$ cat config.mk
export PLATFORM = sky130hd
export DESIGN_NAME = lock_seq_ctrl
export DESIGN_NICKNAME = d
export VERILOG_FILES = /design/src/rtl/lock_pkg.sv /design/src/rtl/hold_timer.sv /design/src/rtl/lock_seq_ctrl.sv
export SDC_FILE = /design/constraint.sdc
export NUM_CORES = 1
export LEC_CHECK = 0
export CAP_MARGIN = 15
export CORE_MARGIN = 4
export CORE_UTILIZATION = 64
export CTS_BUF_LIST = sky130_fd_sc_hd__clkbuf_8
export CTS_CLUSTER_SIZE = 14
export DETAILED_ROUTE_END_ITERATION = 7
export PLACE_DENSITY = 0.88
export SLEW_MARGIN = 20
export SYNTH_ARGS = -nofsm -noshare
export SYNTH_HDL_FRONTEND = slang
export SYNTH_SLANG_ARGS = --single-unit
export TNS_END_PERCENT = 10
$ cat constraint.sdc
create_clock -name clk_i -period 4.7 [get_ports clk_i]
set_input_delay 0.705 -clock clk_i [delete_from_list [all_inputs] [get_ports clk_i]]
set_output_delay 0.705 -clock clk_i [all_outputs]
set_load 0.005 [all_outputs]
$ cat src/rtl/lock_pkg.sv
`default_nettype none
// =============================================================================
// lock_pkg : shared encodings and sizes for the combination-lock datapath
// Revision : 1.0
// =============================================================================
package lock_pkg;

    localparam int CODE_DIGITS = 4;
    localparam int DIGIT_W     = 4;
    localparam int CODE_W      = CODE_DIGITS * DIGIT_W;
    localparam int LEN_W       = $clog2(CODE_DIGITS + 1);
    localparam int ERR_W       = 2;

    typedef enum logic [2:0] {
        S_WAIT   = 3'd0,
        S_INPUT  = 3'd1,
        S_ERROR  = 3'd2,
        S_ALARM  = 3'd3,
        S_UNLOCK = 3'd4,
        S_SETKEY = 3'd5
    } lock_state_e;

    function automatic logic is_bcd(input logic [DIGIT_W-1:0] d);
        return (d <= 4'd9);
    endfunction

    function automatic int max_int(input int a, input int b);
        return (a > b) ? a : b;
    endfunction

endpackage
`default_nettype wire

$ cat src/rtl/hold_timer.sv
`default_nettype none
// =============================================================================
// hold_timer : loadable down-counter; expired while enabled and count is zero
// Revision   : 1.0
// =============================================================================
module hold_timer #(
    parameter int WIDTH = 8
) (
    input  logic             clk_i,
    input  logic             rst_ni,
    input  logic             load_i,
    input  logic [WIDTH-1:0] value_i,
    input  logic             en_i,
    output logic             expired_o
);

    logic [WIDTH-1:0] count_q;
    logic [WIDTH-1:0] count_d;

    // Load wins over counting; the count parks at zero rather than wrapping.
    always_comb begin
        count_d = count_q;
        if (load_i) begin
            count_d = value_i;
        end else if (en_i && (count_q != '0)) begin
            count_d = count_q - 1'b1;
        end
    end

    always_ff @(posedge clk_i or negedge rst_ni) begin
        if (!rst_ni) begin
            count_q <= '0;
        end else begin
            count_q <= count_d;
        end
    end

    assign expired_o = en_i && (count_q == '0);

endmodule
`default_nettype wire

$ cat src/rtl/lock_seq_ctrl.sv
`default_nettype none
// =============================================================================
// lock_seq_ctrl : combination-lock sequencer (FSM, code entry, key, error count)
// Revision      : 1.0
// =============================================================================
module lock_seq_ctrl
    import lock_pkg::*;
#(
    parameter int                MAX_ERRORS  = 3,
    parameter logic [CODE_W-1:0] DEFAULT_KEY = 16'h1234,
    parameter int                ERR_HOLD    = 50_000_000,
    parameter int                ALARM_HOLD  = 500_000_000,
    parameter int                UNLOCK_HOLD = 250_000_000,
    parameter int                IDLE_TO     = 500_000_000
) (
    input  logic               clk_i,
    input  logic               rst_ni,
    input  logic               digit_valid_i,
    input  logic [DIGIT_W-1:0] digit_i,
    input  logic               btn_ok_i,
    input  logic               btn_back_i,
    input  logic               btn_admin_i,
    output logic [2:0]         state_o,
    output logic [CODE_W-1:0]  code_o,
    output logic [LEN_W-1:0]   code_len_o,
    output logic [ERR_W-1:0]   err_cnt_o,
    output logic               unlocked_o,
    output logic               alarm_on_o,
    output logic               admin_mode_o,
    output logic               key_updated_o
);

    localparam int TMR_W = $clog2(max_int(max_int(ERR_HOLD, ALARM_HOLD),
                                          max_int(UNLOCK_HOLD, IDLE_TO))) + 1;
    localparam logic [LEN_W-1:0] FULL_LEN = LEN_W'(CODE_DIGITS);
    localparam logic [LEN_W-1:0] ONE_LEN  = LEN_W'(1);
    localparam logic [ERR_W-1:0] ERR_LAST = ERR_W'(MAX_ERRORS - 1);

    lock_state_e       state_q,   state_d;
    logic [CODE_W-1:0] code_q,    code_d;
    logic [LEN_W-1:0]  len_q,     len_d;
    logic [ERR_W-1:0]  err_q,     err_d;
    logic [CODE_W-1:0] key_q,     key_d;
    logic              key_upd_q, key_upd_d;

    logic              reload;
    logic              tmr_load;
    logic [TMR_W-1:0]  tmr_value;
    logic              tmr_en;
    logic              tmr_exp;

    logic              ev_ok;
    logic              ev_back;
    logic              ev_digit;
    logic              ev_admin;
    logic              dig_acc;
    logic              back_acc;
    logic [CODE_W-1:0] code_push;
    logic [CODE_W-1:0] code_pop;

    // Only the highest-priority pulse in a cycle survives.
    assign ev_ok    = btn_ok_i;
    assign ev_back  = btn_back_i & ~btn_ok_i;
    assign ev_digit = digit_valid_i & ~btn_ok_i & ~btn_back_i;
    assign ev_admin = btn_admin_i & ~btn_ok_i & ~btn_back_i & ~digit_valid_i;

    assign dig_acc   = ev_digit && is_bcd(digit_i) && (len_q != FULL_LEN);
    assign back_acc  = ev_back && (len_q != '0);
    assign code_push = {code_q[CODE_W-DIGIT_W-1:0], digit_i};
    assign code_pop  = code_q >> DIGIT_W;

    always_comb begin
        state_d   = state_q;
        code_d    = code_q;
        len_d     = len_q;
        err_d     = err_q;
        key_d     = key_q;
        key_upd_d = 1'b0;
        reload    = 1'b0;
        tmr_load  = 1'b0;
        tmr_value = '0;

        unique case (state_q)
            S_WAIT: begin
                if (dig_acc) begin
                    code_d  = code_push;
                    len_d   = len_q + 1'b1;
                    state_d = S_INPUT;
                end
            end

            S_INPUT: begin
                if (ev_ok) begin
                    if ((len_q == FULL_LEN) && (code_q == key_q)) begin
                        err_d   = '0;
                        state_d = S_UNLOCK;
                    end else if (err_q >= ERR_LAST) begin
                        err_d   = ERR_LAST;
                        state_d = S_ALARM;
                    end else begin
                        err_d   = err_q + 1'b1;
                        state_d = S_ERROR;
                    end
                end else if (back_acc) begin
                    code_d = code_pop;
                    len_d  = len_q - 1'b1;
                    reload = 1'b1;
                    if (len_q == ONE_LEN) begin
                        state_d = S_WAIT;
                    end
                end else if (dig_acc) begin
                    code_d = code_push;
                    len_d  = len_q + 1'b1;
                    reload = 1'b1;
                end else if (tmr_exp) begin
                    state_d = S_WAIT;
                end
            end

            S_ERROR: begin
                if (tmr_exp) begin
                    state_d = S_WAIT;
                end
            end

            S_ALARM: begin
                if (tmr_exp) begin
                    err_d   = '0;
                    state_d = S_WAIT;
                end
            end

            S_UNLOCK: begin
                if (ev_ok) begin
                    state_d = S_WAIT;
                end else if (ev_admin) begin
                    state_d = S_SETKEY;
                end else if (tmr_exp) begin
                    state_d = S_WAIT;
                end
            end

            S_SETKEY: begin
                if (ev_ok && (len_q == FULL_LEN)) begin
                    key_d     = code_q;
                    key_upd_d = 1'b1;
                    state_d   = S_WAIT;
                end else if (back_acc) begin
                    code_d = code_pop;
                    len_d  = len_q - 1'b1;
                    reload = 1'b1;
                end else if (dig_acc) begin
                    code_d = code_push;
                    len_d  = len_q + 1'b1;
                    reload = 1'b1;
                end else if (ev_admin || tmr_exp) begin
                    state_d = S_UNLOCK;
                end
            end

            default: begin
                state_d = S_WAIT;
            end
        endcase

        // Every state entry other than the first digit starts with an empty code.
        if ((state_d != state_q) && (state_d != S_INPUT)) begin
            code_d = '0;
            len_d  = '0;
        end

        // Loaded with HOLD-1 so the state lasts exactly HOLD cycles.
        tmr_load = (state_d != state_q) || reload;
        unique case (state_d)
            S_INPUT,
            S_SETKEY: tmr_value = TMR_W'(IDLE_TO - 1);
            S_ERROR:  tmr_value = TMR_W'(ERR_HOLD - 1);
            S_ALARM:  tmr_value = TMR_W'(ALARM_HOLD - 1);
            S_UNLOCK: tmr_value = TMR_W'(UNLOCK_HOLD - 1);
            default:  tmr_value = '0;
        endcase
    end

    assign tmr_en = (state_q != S_WAIT);

    hold_timer #(
        .WIDTH (TMR_W)
    ) u_hold_timer (
        .clk_i     (clk_i),
        .rst_ni    (rst_ni),
        .load_i    (tmr_load),
        .value_i   (tmr_value),
        .en_i      (tmr_en),
        .expired_o (tmr_exp)
    );

    always_ff @(posedge clk_i or negedge rst_ni) begin
        if (!rst_ni) begin
            state_q   <= S_WAIT;
            code_q    <= '0;
            len_q     <= '0;
            err_q     <= '0;
            key_q     <= DEFAULT_KEY;
            key_upd_q <= 1'b0;
        end else begin
            state_q   <= state_d;
            code_q    <= code_d;
            len_q     <= len_d;
            err_q     <= err_d;
            key_q     <= key_d;
            key_upd_q <= key_upd_d;
        end
    end

    assign state_o       = state_q;
    assign code_o        = code_q;
    assign code_len_o    = len_q;
    assign err_cnt_o     = err_q;
    assign unlocked_o    = (state_q == S_UNLOCK);
    assign alarm_on_o    = (state_q == S_ALARM);
    assign admin_mode_o  = (state_q == S_SETKEY);
    assign key_updated_o = key_upd_q;

endmodule
`default_nettype wire

==> impl_metrics.ini <==
[outcome]
status = completed

[finish]
final_common_cell = dfrtp_1
syn_to_final_growth_pct = 16.05
final_nets = 435
drive_gt1_frac = 0.1486
final_cell_mix = dfrtp_1, clkdlybuf4s50_1, xor2_1, nor2_1, a21oi_1
fin_util = 0.7747
diodes = 0
design_area_sq_um = 4668

[timing]
worst_pin_slew_ns = 1.042
rsz0062_at_grt = false
finalMaxSlewViolations = 0
clock_skew_ns = 0.009027
hold_viol = 0
fin_crit_sh = 0.7521
setup_viol = 0
post-route-min-period_ns = 3.535
slew-limit-headroom = 0.3035
fmax_ghz = 0.2829
fin_tns_setup_ns = 0

[clocking]
numClockSinks = 71
insertion_delay_ns = 0.34
cts_resized = 0
cts_max_path_buffers = 2
hold_buffers = 0
postCtsSetupBuffers = 0
cts_buffers = 9
cts_tree = built
path_clk_slew_ns = 0.08
htreeDepth = 3
root_buffer = clkbuf_8

[route]
drtAntennaViolNets = 0
drc = 0
first_pass_iters = 4
vias = 3127
drt-initial-drc-count = 203
routed_wl_mm = 8.970
vias_per_cell = 6.267
wl_per_cell_microns = 17.98

[yosys]
avgSynthCellArea_sq_um = 10.39
synth_edf_count = 0
synth_nets = 403
ys_ff_latch = 71
ys.flop_type = dfrtp_1
syn_inst = 387
ys_seq_area_frac = 0.4432
ys_types = 58
async_reset_ff_frac = 1.000
syn_area_sq_um = 4023
yosys_warnings = 0

[global_route]
grt_pass1_wl_mm = 15.21
grt_overflow = 0
grt_start_max_net_pins = 72
grt_pass1_vias = 3162
antenna_found_initial = 0
grt_use_total = 0.2565

[power_and_ir_drop]
p_total_mw = 2.489
power.density_nw_per_um2 = 533.2
peakVddDrop_v = 0.0002936
p_leak_nw = 1.979

[run]
max_cap_violations = 0

[place]
numPortBuffers = 37
dpl.hpwl_mm = 6.053
place_congestion = 0.9574
dpl_cell_area_sq_um = 4389

[critical_path]
critPathLaunchType = input port
criticalPathCategory = input port to flip-flop
worstPathRequired_ns = 4.96
cp-end-kind = flip-flop
path_cells = clkdlybuf4s50_1 > or4b_2 > o32ai_1 > nor3b_1 > o22ai_1 > a32oi_1 > and2_4 > mux2i_1
worst-path-buf-inv = 1
cp_top_family = simple AND/OR/NAND/NOR gates
arrival_ns = 3.80
slowest_stage = or4b_2
critPathMaxFanout = 30
cpPeakStageDelay_ns = 0.75

[floorplanning]
die_w_microns = 87.28
die_area_sq_um = 7618
initial_core_util = 0.6676
io_pins = 38
rows = 28
chipHeight_microns = 87.28
core_sq_um = 6026

[worst_hold_path]
hold_path_class = flip-flop to flip-flop
==> worst paths after layout <==
path | depth (start not counted) | slack [ns] | endpoint | start
min reg2reg | 1 | 0.52 | err_cnt_o[0] | err_cnt_o[0]
min | 1 | 0.52 | err_cnt_o[0] | err_cnt_o[0]
max reg2reg | 7 | 1.48 | code_o[3] | u_hold_timer.count_q[9]
max | 8 | 1.17 | u_hold_timer.count_q[9] | btn_ok_i
max in group asynchronous | 2 | 3.55 | code_o[1] | rst_ni
min in group asynchronous | 2 | 0.55 | code_len_o[1] | rst_ni
==> cell type report <==
class                      count  area [sq um]
clock buffer                  11         151.4
clock inverter                 5         127.6
fill                         402          1358
inverter                       7         26.28
multi-input combinational    290          2098
sequential                    71          1783
tap                           75         93.84
timing repair buffer          40         387.9
==> cell families (layout without fill, tap and decap cells) <==
logic type | Yosys count | count (layout) | synth area share
AND/OR/NAND/NOR | 135 | 135 | 0.1879
flip-flops | 71 | 71 | 0.4432
AO/OA/AOI/OAI | 69 | 69 | 0.1247
XOR/XNOR | 46 | 46 | 0.1002
multiplexers | 34 | 34 | 0.08958
buffers and inverters | 26 | 63 | 0.03577
adder cells (fa/ha/maj) | 6 | 6 | 0.01866
==> per-stage QoR <==
stage               hold WS (ns)  std cells  setup WS, ns
floorplan                 0.4094        387         1.793
global placement          0.5002        483        0.9910
detailed placement        0.5095        483        0.8889
CTS                       0.5207        499         1.220
global route              0.5580        499         1.009
finish                    0.5200        499         1.165
==> synth_stat cells (10+ instances only) <==
cell type,instances,area [sq um]
a21oi_1,27,135.1
dfrtp_1,66,1652
mux2_2,16,180.2
mux2i_1,18,180.2
nand2_1,14,52.55
nand3_1,10,50.05
nor2_1,28,105.1
nor3_1,18,90.09
or3_1,11,68.82
xnor2_1,14,122.6
xor2_1,32,280.3
==> power breakdown <==
part	total, mW	internal (mW)	switching (mW)
logic	0.817	0.404	0.412
clock network	0.676	0.436	0.241
registers	0.996	0.780	0.217
==> sequential cells by signal (all words and copies together), names as in the netlist <==
| name | flops |
|---|---|
| code_o | 16 |
| key_updated_o | 1 |
| err_cnt_o | 2 |
| u_hold_timer.count_q | 30 |
| code_len_o | 3 |
| key_q | 16 |
| state_o | 3 |
==> per-layer routing <==
| metal | GRT usage | part of all wire | vias up |
|---|---|---|---|
| li1 | - | - | 1474 |
| met1 | 0.3290 | 0.42 | 1524 |
| met2 | 0.4137 | 0.50 | 106 |
| met3 | 0.05487 | 0.049 | 23 |
| met4 | 0.1199 | 0.023 | 0 |
| met5 | 0 | 0 | - |
No activity file was read; power rests on OpenSTA's default activity.
